==> config.mk <==
export PLATFORM = sky130hd
export DESIGN_NAME = adc_acq_packer
export DESIGN_NICKNAME = d
export VERILOG_FILES = /design/src/rtl/adc_acq_pkg.sv /design/src/rtl/adc_serial_rx.sv /design/src/rtl/adc_acq_packer.sv
export SDC_FILE = /design/constraint.sdc
export NUM_CORES = 1
export LEC_CHECK = 0
export BUFFER_PORTS_ARGS = -buffer_cell sky130_fd_sc_hd__buf_2
export CORE_AREA = 2 2 210 192
export CTS_CLUSTER_DIAMETER = 120
export DETAILED_ROUTE_END_ITERATION = 7
export DIE_AREA = 0 0 212 194
export GPL_TIMING_DRIVEN = 0
export PLACE_DENSITY = 0.62
export SLEW_MARGIN = 5
export SYNTH_ARGS = -nofsm -noshare
export SYNTH_HDL_FRONTEND = slang
export SYNTH_SLANG_ARGS = --single-unit
==> constraint.sdc <==
create_clock -name clk -period 3.17 [get_ports clk]
set_input_delay 0.4755 -clock clk [delete_from_list [all_inputs] [get_ports clk]]
set_output_delay 0.4755 -clock clk [all_outputs]
set_load 0.05 [all_outputs]
==> src/rtl/adc_acq_pkg.sv <==
// Shared types and constants for the ADC acquisition packer.
// States, header magic and the effective conversion-period helper.
package adc_acq_pkg;

    typedef enum logic [2:0] {
        IDLE,
        CNV,
        WAIT,
        SHIFT,
        PUSH,
        GAP,
        DONE
    } acq_state_e;

    localparam logic [31:0] HDR_MAGIC = 32'hADC0_0001;

    // A conversion period can never be shorter than CNV + conversion + readout + the PUSH cycle.
    function automatic int eff_period(
        input int sample_period,
        input int t_cnv_hi,
        input int t_conv,
        input int sck_div,
        input int sample_w
    );
        int min_p;
        min_p = t_cnv_hi + t_conv + 2 * sck_div * sample_w + 1;
        return (sample_period > min_p) ? sample_period : min_p;
    endfunction

endpackage

==> src/rtl/adc_serial_rx.sv <==
// Serial readout engine: generates SCK for one conversion and shifts every channel's SDO in, MSB first.
// A start pulse begins a SAMPLE_W-bit readout; done pulses on the last cycle with SCK forced low after it.
module adc_serial_rx #(
    parameter int N_CH     = 8,
    parameter int SAMPLE_W = 16,
    parameter int SCK_DIV  = 2
) (
    input  logic                     clk,
    input  logic                     rst_n,
    input  logic                     start_i,
    input  logic [N_CH-1:0]          sdo_i,
    output logic                     sck_o,
    output logic                     done_o,
    output logic [N_CH*SAMPLE_W-1:0] data_o
);

    localparam int N_CYC = 2 * SCK_DIV * SAMPLE_W;
    localparam int CNT_W = $clog2(N_CYC);
    localparam logic [CNT_W-1:0] CNT_LAST = CNT_W'(N_CYC - 1);

    logic                          busy_q, busy_d;
    logic [CNT_W-1:0]              cnt_q, cnt_d;
    logic                          sck_q, sck_d;
    logic [N_CH-1:0][SAMPLE_W-1:0] shreg_q, shreg_d;

    // Each SCK period is SCK_DIV cycles low followed by SCK_DIV cycles high.
    function automatic logic sck_level(input logic [CNT_W-1:0] cnt);
        return (int'(cnt) % (2 * SCK_DIV)) >= SCK_DIV;
    endfunction

    // NOTE: every signal gets a default before any branch so no path leaves it unassigned (no latch).
    always_comb begin
        busy_d  = busy_q;
        cnt_d   = cnt_q;
        sck_d   = 1'b0;
        shreg_d = shreg_q;
        done_o  = 1'b0;

        if (start_i) begin
            busy_d = 1'b1;
            cnt_d  = '0;
        end else if (busy_q) begin
            if (cnt_q == CNT_LAST) begin
                busy_d = 1'b0;
                done_o = 1'b1;
            end else begin
                cnt_d = cnt_q + 1'b1;
                sck_d = sck_level(cnt_d);
            end
        end

        // Capture on the same clk edge that raises SCK.
        if (sck_d && !sck_q) begin
            for (int c = 0; c < N_CH; c++) begin
                shreg_d[c] = {shreg_q[c][SAMPLE_W-2:0], sdo_i[c]};
            end
        end
    end

    // NOTE: state updates use <= so all registers see pre-edge values; the shift registers are
    // reset too because they are plain flops, not a RAM.
    always_ff @(posedge clk) begin
        if (!rst_n) begin
            busy_q  <= 1'b0;
            cnt_q   <= '0;
            sck_q   <= 1'b0;
            shreg_q <= '0;
        end else begin
            busy_q  <= busy_d;
            cnt_q   <= cnt_d;
            sck_q   <= sck_d;
            shreg_q <= shreg_d;
        end
    end

    assign sck_o  = sck_q;
    assign data_o = shreg_q;

endmodule

==> src/rtl/adc_acq_packer.sv <==
// Acquisition sequencer: runs CNV/SCK conversions on N_CH serial ADCs and writes one packed word per period.
// Define ADC_ACQ_HEADER_EN to push a header word before the first conversion of every run.
module adc_acq_packer
    import adc_acq_pkg::*;
#(
    parameter int N_CH          = 8,
    parameter int SAMPLE_W      = 16,
    parameter int SCK_DIV       = 2,
    parameter int T_CNV_HI      = 2,
    parameter int T_CONV        = 66,
    parameter int SAMPLE_PERIOD = 200
) (
    input  logic                     clk,
    input  logic                     rst_n,
    input  logic                     i_start,
    input  logic [31:0]              i_samples_count,
    input  logic                     i_debug_en,
    input  logic                     i_fifo_full,
    input  logic [N_CH-1:0]          i_adc_sdo,
    output logic                     o_adc_cnv,
    output logic                     o_adc_sck,
    output logic [N_CH*SAMPLE_W-1:0] o_data,
    output logic                     o_rdy,
    output logic                     o_finished,
    output logic                     o_start_led,
    output logic                     o_overflow
);

    localparam int W     = N_CH * SAMPLE_W;
    localparam int EFF   = eff_period(SAMPLE_PERIOD, T_CNV_HI, T_CONV, SCK_DIV, SAMPLE_W);
    localparam int PER_W = $clog2(EFF + 1);
    localparam logic [PER_W-1:0] CNV_LAST  = PER_W'(T_CNV_HI - 1);
    localparam logic [PER_W-1:0] WAIT_LAST = PER_W'(T_CNV_HI + T_CONV - 1);
    localparam logic [PER_W-1:0] PER_LAST  = PER_W'(EFF - 1);

`ifdef ADC_ACQ_HEADER_EN
    localparam bit HDR_EN = 1'b1;
`else
    localparam bit HDR_EN = 1'b0;
`endif

    acq_state_e       state_q, state_d;
    logic [31:0]      rem_q, rem_d;
    logic             debug_q, debug_d;
    logic             hdr_q, hdr_d;
    logic [12:0]      word_idx_q, word_idx_d;
    logic [PER_W-1:0] period_q, period_d;
    logic [W-1:0]     data_q, data_d;
    logic             overflow_q, overflow_d;
    logic             cnv_q, cnv_d;

    logic             rx_start, rx_done;
    logic [W-1:0]     rx_data;
    logic [W-1:0]     pattern;

    adc_serial_rx #(
        .N_CH     (N_CH),
        .SAMPLE_W (SAMPLE_W),
        .SCK_DIV  (SCK_DIV)
    ) u_rx (
        .clk     (clk),
        .rst_n   (rst_n),
        .start_i (rx_start),
        .sdo_i   (i_adc_sdo),
        .sck_o   (o_adc_sck),
        .done_o  (rx_done),
        .data_o  (rx_data)
    );

    // Debug word: channel number in the top bits, running word index below.
    always_comb begin
        pattern = '0;
        for (int c = 0; c < N_CH; c++) begin
            pattern[c*SAMPLE_W +: SAMPLE_W] = SAMPLE_W'({3'(c), word_idx_q});
        end
    end

    always_comb begin
        state_d    = state_q;
        rem_d      = rem_q;
        debug_d    = debug_q;
        hdr_d      = hdr_q;
        word_idx_d = word_idx_q;
        data_d     = data_q;
        overflow_d = overflow_q;
        rx_start   = 1'b0;
        period_d   = (state_q == IDLE) ? '0 : period_q + 1'b1;

        case (state_q)
            IDLE: begin
                if (i_start) begin
                    rem_d      = i_samples_count;
                    debug_d    = i_debug_en;
                    word_idx_d = '0;
                    overflow_d = 1'b0;
                    if (HDR_EN) begin
                        hdr_d   = 1'b1;
                        data_d  = W'({HDR_MAGIC, i_samples_count, 31'd0, i_debug_en, 32'd0});
                        state_d = PUSH;
                    end else begin
                        state_d = (i_samples_count == '0) ? DONE : CNV;
                    end
                end
            end
            CNV: begin
                if (period_q == CNV_LAST) state_d = WAIT;
            end
            WAIT: begin
                if (period_q == WAIT_LAST) begin
                    rx_start = 1'b1;
                    state_d  = SHIFT;
                end
            end
            SHIFT: begin
                if (rx_done) begin
                    data_d  = debug_q ? pattern : rx_data;
                    state_d = PUSH;
                end
            end
            PUSH: begin
                if (i_fifo_full) overflow_d = 1'b1;
                if (hdr_q) begin
                    hdr_d   = 1'b0;
                    state_d = (rem_q == '0) ? DONE : CNV;
                end else begin
                    // A dropped word still counts, so a run always lasts exactly count periods.
                    rem_d      = rem_q - 32'd1;
                    word_idx_d = word_idx_q + 13'd1;
                    if (period_q >= PER_LAST) state_d = (rem_q == 32'd1) ? DONE : CNV;
                    else                      state_d = GAP;
                end
            end
            GAP: begin
                if (period_q >= PER_LAST) state_d = (rem_q == '0) ? DONE : CNV;
            end
            DONE: begin
                state_d = IDLE;
            end
            default: begin
                state_d = IDLE;
            end
        endcase

        if (state_d == CNV && state_q != CNV) period_d = '0;
        cnv_d = (state_d == CNV);
    end

    always_ff @(posedge clk) begin
        if (!rst_n) begin
            state_q    <= IDLE;
            rem_q      <= '0;
            debug_q    <= 1'b0;
            hdr_q      <= 1'b0;
            word_idx_q <= '0;
            period_q   <= '0;
            data_q     <= '0;
            overflow_q <= 1'b0;
            cnv_q      <= 1'b0;
        end else begin
            state_q    <= state_d;
            rem_q      <= rem_d;
            debug_q    <= debug_d;
            hdr_q      <= hdr_d;
            word_idx_q <= word_idx_d;
            period_q   <= period_d;
            data_q     <= data_d;
            overflow_q <= overflow_d;
            cnv_q      <= cnv_d;
        end
    end

    assign o_adc_cnv   = cnv_q;
    assign o_data      = data_q;
    assign o_rdy       = (state_q == PUSH) && !i_fifo_full;
    assign o_finished  = (state_q == DONE);
    assign o_start_led = (state_q != IDLE) && (state_q != DONE);
    assign o_overflow  = overflow_q;

endmodule

==> results of run 1 <==
final timing paths:
| check | start | to | cells after the start |
|---|---|---|---|
| worst max-delay path | debug_q$_SDFFE_PN0P_ | o_data[54]$_SDFFE_PN0P_ | 4 |
| worst min-delay path | i_adc_sdo[5] | u_rx.data_o[80]$_SDFFE_PN0P_ | 3 |
| worst min register to register | u_rx.data_o[63]$_SDFFE_PN0P_ | u_rx.data_o[63]$_SDFFE_PN0P_ | 2 |
| worst max register to register | debug_q$_SDFFE_PN0P_ | o_data[54]$_SDFFE_PN0P_ | 4 |
cell families after synthesis:
logic type / Yosys count / synth area share
AO/OA/AOI/OAI: 364 / 0.182
XOR/XNOR: 10 / 0.00668
adder cells (fa/ha/maj): 7 / 0.00668
buffers and inverters: 132 / 0.0412
flip-flops: 323 / 0.493
multiplexers: 6 / 0.00487
AND/OR/NAND/NOR: 754 / 0.265
synthesized netlist by cell type, types with 4 or more instances:
library cell,number,share of area
nor3b_1,12,0.0069
xor2_1,5,0.0033
nor2_1,190,0.054
clkbuf_1,116,0.033
and3_1,5,0.0024
a211oi_1,5,0.0029
inv_1,8,0.0023
a222oi_1,4,0.0031
a22oi_1,6,0.0034
a31oi_1,9,0.0043
a311oi_1,106,0.071
nand2b_1,107,0.051
nor3_1,48,0.018
o211ai_1,8,0.0046
or3_1,7,0.0033
ha_1,7,0.0067
nand3b_1,4,0.0023
a21oi_1,180,0.069
a221oi_1,6,0.0040
nand3_1,16,0.0061
xnor2_1,5,0.0033
a32oi_1,8,0.0053
nand4_1,7,0.0033
nor4_1,20,0.0095
o21ai_0,23,0.0088
nand2_1,311,0.089
dfxtp_1,323,0.49
report_power, final:
group | internal [mW] | switching (mW)
Combinational | 0.177 | 0.351
Clock | 2.48 | 1.67
Sequential | 4.10 | 0.0396
flip-flops by register name (all words and copies together) (netlist names):
| register | count |
|---|---|
| u_rx.cnt_q | 6 |
| word_idx_q | 13 |
| period_q | 8 |
| rem_q | 32 |
| o_data | 128 |
| u_rx.data_o | 128 |
| o_overflow | 1 |
| debug_q | 1 |
| state_q | 3 |
| o_adc_cnv | 1 |
| u_rx.sck_o | 1 |
| u_rx.busy_q | 1 |
worst max-delay path: stages, from the launching register on:
cell      delay [ns]
dfxtp_1         0.66
clkbuf_1        0.57
clkbuf_1        0.50
nand2_1         0.71
a311oi_1        0.52
metrics by stage:
stage / total power [mW] / utilization
after floorplan: 4.56 / -
after global placement: 4.73 / 0.376
after detailed placement: 4.74 / 0.376
after CTS: 8.85 / 0.406
after global routing: 9.08 / 0.406
final: 8.81 / 0.406
per-layer routing:
| metal | vias to the layer above | GRT usage | share of wire |
|---|---|---|---|
| met5 | - | 0 | 0.00029 |
| met2 | 486 | 0.333 | 0.44 |
| met4 | 2 | 0.0780 | 0.034 |
| li1 | 6032 | - | - |
| met1 | 5949 | 0.281 | 0.44 |
| met3 | 82 | 0.0499 | 0.080 |
final cells by class:
cell class,count,share of cell area
sequential,323,0.409
buffer,123,0.0322
timing repair buffer,177,0.0560
multi-input combinational,1141,0.386
tap,532,0.0421
clock inverter,9,0.00901
inverter,9,0.00214
clock buffer,48,0.0641
repair_timing:
item	CTS	global route
gates resized for setup	1	6
setup endpoints to repair	92	17
hold buffers	0	0
==> results by group, run 1 <==
Timing
  • Slew HR: 0.374
  • Fin crit period: 3.08 ns
  • RSZ-0062 raised after global routing: no
  • Final setup viols: 0
  • Final Hold Viols: 0
  • Final Skew: 0.0245 ns
  • Hold_ws: 0.185 ns
  • Tcrit/Tclk final: 0.973
  • Sum Neg Setup Slack: 0 ns
  • Max Slew Vio Count: 0
  • Fmax: 324 MHz
  • Measured slew at the worst slew-check pin: 0.936 ns
  • Final WS setup: 0.0854 ns

Drt
  • Drt pass-1 iters: 7
  • Detail Route Antenna Nets: 0
  • Via/cell ratio: 5.31
  • Post-Route WL: 44.4 mm
  • # DRC: 0
  • Starting DRT DRC Count: 1135
  • Via Count: 12.6k
  • Avg WL per Cell: 18.8 microns

Synth
  • Synthesized area: 13100 sq um
  • Mapped Nets: 1648
  • Sequential share of the synthesized area: 0.493
  • Mapped Avg Cell Area: 8.21 sq um
  • Post-synthesis cell type count: 54
  • Top FF cell, synth: dfxtp_1
  • Post-synth ARST share: 0
  • Synth Warn #: 0
  • Synth Instances: 1596
  • Number of synthesized flops with an enable pin: 0
  • Yosys reg bits: 323

Power and ir drop
  • VDD IR-drop max: 0.384 mV
  • P per Cell Area: 557 nW/um^2
  • Leak Pwr: 5.40 nW

Placement
  • Placed cell count: 2305
  • DP Area: 14700 sq um
  • DP Wirelength: 30.7 mm
  • Routability cong.: 0.896
  • I/O Buffers: 177
  • Dpl ws: -0.173 ns

Global routing
  • Vias in the first global route: 11.8k
  • Largest net degree at the start of global routing: 14
  • Initial antenna violation count: 1
  • Global-route wire length before repair: 67.9 mm
  • Grt total ovfl: 0
  • Global router's overall resource usage: 0.212

Layout
  • Footprint of the multi-input gates: 6100 sq um
  • Fin area: 15800 sq um
  • Final std cells w/o fill: 2362
  • Most frequent cells in the layout: dfxtp_1 (323), nand2_1 (311), nor2_1 (190)
  • Commonest non-fill, non-tap cell in the layout: dfxtp_1
  • Final net count: 1862
  • Fill count: 3976
  • Ant diodes: 0
  • Layout cells sized above 1: 0.138
  • Sequential Area: 6470 sq um
  • Area delta synth->final: 20.7%

Critical path
  • Worst EP required: 3.58 ns
  • R2R setup slack: 0.09 ns
  • Worst endpoint data arrival time: 3.50 ns
  • CP Launch Type: register
  • CP endpoint kind: register
  • Largest fanout on the critical path: 10
  • Critical path type: register to register

Clocking
  • H-tree Lvls: 2
  • Total CTS buffers: 35
  • Post-CTS Setup Inserts: 0
  • CTS root buf: clkbuf_16
  • Clk slew on worst S/H paths: 0.06 ns
  • Worst-Skew Late Latency: 0.53 ns
  • Maximum clock path buffer count: 3
  • Sinks on Clock Net: 323
  • CTS tree: built

Die
  • Site row count: 69
  • DIE WIDTH: 212 microns
  • I/O pins: 179
  • Initial core utilization: 0.337
  • Die area: 41100 sq um
  • Placeable Area: 38900 sq um
  • Die Ht: 194 microns

Run status
  • Outcome: complete, no violations

Run
  • Maxcap violations: 0

Hold path
  • Hold Crit Class: input pin to register
(Power assumes the default switching activity.)
==> run 2, diff against run 1 <==
--- a/config.mk
+++ b/config.mk
@@ -5,11 +5,12 @@
 export SDC_FILE = /design/constraint.sdc
 export NUM_CORES = 1
 export LEC_CHECK = 0
+export ABC_AREA = 1
 export BUFFER_PORTS_ARGS = -buffer_cell sky130_fd_sc_hd__buf_2
-export CORE_AREA = 2 2 210 192
+export CORE_AREA = 2 2 211 193
 export CTS_CLUSTER_DIAMETER = 120
 export DETAILED_ROUTE_END_ITERATION = 7
-export DIE_AREA = 0 0 212 194
+export DIE_AREA = 0 0 213 195
 export GPL_TIMING_DRIVEN = 0
 export PLACE_DENSITY = 0.62
 export SLEW_MARGIN = 5
==> run 2 against run 1 <==
Compared with the run above:
- global-route usage decreased by 0.39 points
- synthesized area up 0.93%
- combinational power increased by 19%
- cell area up 1.8%
- die area is 0.99% higher
- cell count grew 6.1%
- synthesized cell count grew 8.4%
- non-clock buffer count fell by 7
- worst hold slack improved by 0.0042 ns
- utilization rose by 0.53 points
- largest cell class unchanged
- largest power group unchanged
==> results by group, run 2 <==
Run status
  • Outcome: complete, no violations (unchanged)

Synth
  • Area leader, netlist: dfxtp_1 (unchanged)
  • Mux share of post-synthesis cell area: 0 (was 0.00487)
  • Post-synth ARST share: 0 (unchanged)
  • Sequential share of the synthesized area: 0.489 (was 0.493)
  • Simple-Gate Fraction of Synth Area: 0.177 (was 0.265)
  • Mapped Avg Cell Area: 7.65 sq um (was 8.21 sq um)
  • Combinational family with the most area after synthesis: compound AO/OA/AOI/OAI gates (was simple AND/OR/NAND/NOR gates)
  • Synth Instances: 1730 (was 1596)
  • Commonest cells post-synth: dfxtp_1 (323), nand2_1 (290), o21ai_0 (204) (was dfxtp_1 (323), nand2_1 (311), nor2_1 (190))
  • Yosys reg bits: 323 (unchanged)
  • Area contributors post-synth: dfxtp_1 (49%), nand2_1 (8.2%), o21ai_0 (7.7%), a31oi_1 (6.0%), a21oi_1 (5.4%) (was dfxtp_1 (49%), nand2_1 (8.9%), a311oi_1 (7.1%), a21oi_1 (6.9%), nor2_1 (5.4%))
  • Mapped Nets: 1782 (was 1648)
  • Share of Yosys cell area claimed by the top area cell type: 0.489 (was 0.493)
  • Compound-gate portion of the synthesized area: 0.227 (was 0.182)
  • Number of synthesized flops with an enable pin: 0 (unchanged)
  • Area share of fa/ha/maj cells after synthesis: 0.00662 (was 0.00668)
  • Post-synthesis cell type count: 41 (was 54)
  • Synth Warn #: 0 (unchanged)
  • Synthesized area: 13200 sq um (was 13100 sq um)
  • Top FF cell, synth: dfxtp_1 (unchanged)
  • Most common cell in the netlist: dfxtp_1 (unchanged)
  • Post-Synth XOR/XNOR Area: 0.0179 (was 0.00668)

Layout
  • Final net count: 1998 (was 1862)
  • Final std cells w/o fill: 2507 (was 2362)
  • Area delta synth->final: 21.7% (was 20.7%)
  • Commonest non-fill, non-tap cell in the layout: dfxtp_1 (unchanged)
  • Most frequent cells in the layout: dfxtp_1 (323), nand2_1 (290), buf_2 (229) (was dfxtp_1 (323), nand2_1 (311), nor2_1 (190))
  • Ant diodes: 0 (unchanged)
  • Layout cells sized above 1: 0.177 (was 0.138)
  • Fill count: 4022 (was 3976)
  • Footprint of the multi-input gates: 5670 sq um (was 6100 sq um)
  • Fin area: 16100 sq um (was 15800 sq um)
  • Sequential Area: 6470 sq um (unchanged)

Placement
  • Routability cong.: 0.871 (was 0.896)
  • Placed cell count: 2439 (was 2305)
  • Dpl ws: 0.654 ns (was -0.173 ns)
  • DP Area: 14800 sq um (was 14700 sq um)
  • DP Wirelength: 30.5 mm (was 30.7 mm)
  • I/O Buffers: 177 (unchanged)

Clocking
  • Sinks on Clock Net: 323 (unchanged)
  • Clk slew on worst S/H paths: 0.06 ns (about the same)
  • CTS tree: built (unchanged)
  • Maximum clock path buffer count: 3 (unchanged)
  • Total CTS buffers: 37 (was 35)
  • # hold bufs at CTS: 0 (unchanged)
  • CTS root buf: clkbuf_16 (unchanged)
  • Worst-Skew Late Latency: 0.57 ns (was 0.53 ns)
  • H-tree Lvls: 2 (unchanged)
  • Post-CTS sizing: 0 (was 1)
  • Post-CTS Setup Inserts: 0 (unchanged)

Global routing
  • Largest net degree at the start of global routing: 15 (was 14)
  • Initial antenna violation count: 0 (was 1)
  • Grt total ovfl: 0 (unchanged)
  • Global router's overall resource usage: 0.208 (was 0.212)
  • Vias in the first global route: 12.1k (was 11.8k)
  • Global-route wire length before repair: 67.0 mm (was 67.9 mm)

Critical path
  • Worst endpoint data arrival time: 2.19 ns (was 3.50 ns)
  • R2R setup slack: 0.89 ns (was 0.09 ns)
  • Critical path type: register to output port (was register to register)
  • Worst EP required: 2.69 ns (was 3.58 ns)
  • CP endpoint kind: output port (was register)
  • Reg2reg end: o_data[9]$_SDFFE_PN0P_ (was o_data[54]$_SDFFE_PN0P_)
  • CP Launch Type: register (unchanged)
  • Critical R2R Launch: u_rx.cnt_q[0]$_SDFFE_PP0P_ (was debug_q$_SDFFE_PN0P_)
  • Largest fanout on the critical path: 10 (unchanged)
  • R2R depth: 8 (was 4)

Power and ir drop
  • VDD IR-drop max: 0.488 mV (was 0.384 mV)
  • Leak Pwr: 6.57 nW (was 5.40 nW)
  • P per Cell Area: 582 nW/um^2 (was 557 nW/um^2)

Timing
  • Tcrit/Tclk final: 0.842 (was 0.973)
  • Fin crit period: 2.67 ns (was 3.08 ns)
  • Max Slew Vio Count: 0 (unchanged)
  • Final Skew: 0.0434 ns (was 0.0245 ns)
  • Sum Neg Setup Slack: 0 ns (unchanged)
  • Final Hold Viols: 0 (unchanged)
  • Measured slew at the worst slew-check pin: 0.862 ns (was 0.936 ns)
  • Slew HR: 0.424 (was 0.374)
  • Fmax: 375 MHz (was 324 MHz)
  • Hold_ws: 0.189 ns (was 0.185 ns)
  • RSZ-0062 raised after global routing: no (unchanged)
  • Final setup viols: 0 (unchanged)
  • Final WS setup: 0.501 ns (was 0.0854 ns)

Drt
  • Drt pass-1 iters: 5 (was 7)
  • Starting DRT DRC Count: 1104 (was 1135)
  • Via Count: 12.8k (was 12.6k)
  • # DRC: 0 (unchanged)
  • Post-Route WL: 43.7 mm (was 44.4 mm)
  • Detail Route Antenna Nets: 0 (unchanged)
  • Via/cell ratio: 5.09 (was 5.31)
  • Avg WL per Cell: 17.4 microns (was 18.8 microns)

Die
  • Placeable Area: 39100 sq um (was 38900 sq um)
  • Initial core utilization: 0.338 (was 0.337)
  • Die Ht: 195 microns (was 194 microns)
  • I/O pins: 179 (unchanged)
  • Site row count: 69 (unchanged)
  • Die area: 41500 sq um (was 41100 sq um)
  • DIE WIDTH: 213 microns (was 212 microns)

Hold path
  • Hold Crit Class: input pin to register (unchanged)
  • Worst hold endpoint: o_overflow$_SDFFE_PN0P_ (was u_rx.data_o[80]$_SDFFE_PN0P_)
  • Hold_sp: i_fifo_full (was i_adc_sdo[5])
  • Worst Hold Depth: 3 (unchanged)

Run
  • Maxcap violations: 0 (unchanged)
==> run 2: worst max-delay path by stage <==
stage | from | endpoint | slack [ns] | cells past startpoint
after floorplan | state_q[1]$_SDFF_PN0_ | o_start_led | 0.59 | 3
after global placement | rst_n | o_adc_cnv$_SDFF_PN0_ | 0.61 | 5
after detailed placement | rst_n | o_adc_cnv$_SDFF_PN0_ | 0.65 | 5
after CTS | state_q[1]$_SDFF_PN0_ | o_rdy | 0.49 | 8
after global routing | state_q[1]$_SDFF_PN0_ | o_rdy | 0.33 | 8
final | state_q[1]$_SDFF_PN0_ | o_rdy | 0.50 | 8
==> run 2: routing by layer <==
metal | up-vias | track usage | share of wire
met2 | 432 | 0.332 | 0.45
li1 | 6236 | - | -
met4 | 2 | 0.0699 | 0.031
met1 | 6019 | 0.274 | 0.44
met3 | 83 | 0.0471 | 0.079
met5 | - | 0.0143 | 0.0019
==> run 2: cell type report <==
type,instances,share of cell area
Multi-Input combinational cell,1154,0.352
Sequential cell,323,0.402
Buffer,116,0.0357
Clock inverter,19,0.0175
Tap cell,532,0.0413
Clock buffer,49,0.0647
Timing Repair Buffer,177,0.0550
Inverter,137,0.0319
==> run 2: power by group <==
group	switching [mW]	internal, mW	leakage, nW
clock network	1.85	2.75	0.636
registers	0.0446	4.10	2.61
logic	0.436	0.192	3.33
==> run 2: metrics by stage <==
step / util / power, mW
finish: 0.412 / 9.37
global route: 0.412 / 9.67
CTS: 0.412 / 9.42
detailed placement: 0.378 / 4.86
global placement: 0.378 / 4.85
floorplan: - / 4.67
==> run 2: kinds of logic (layout without fill, tap and decap cells) <==
| family | Yosys count | after routing |
|---|---|---|
| XOR/XNOR | 27 | 27 |
| adder cells (fa/ha/maj) | 7 | 7 |
| flip-flops | 323 | 323 |
| AO/OA/AOI/OAI | 556 | 556 |
| AND/OR/NAND/NOR | 564 | 564 |
| buffers and inverters | 253 | 498 |
==> run 2: worst max-delay path, cell delays in order, from the launching register on <==
cell	delay, ns
dfxtp_1	0.35
nor2_1	0.15
inv_1	0.06
nor2_2	0.17
buf_4	0.22
inv_2	0.09
buf_2	0.22
nor2_1	0.11
buf_2	0.26
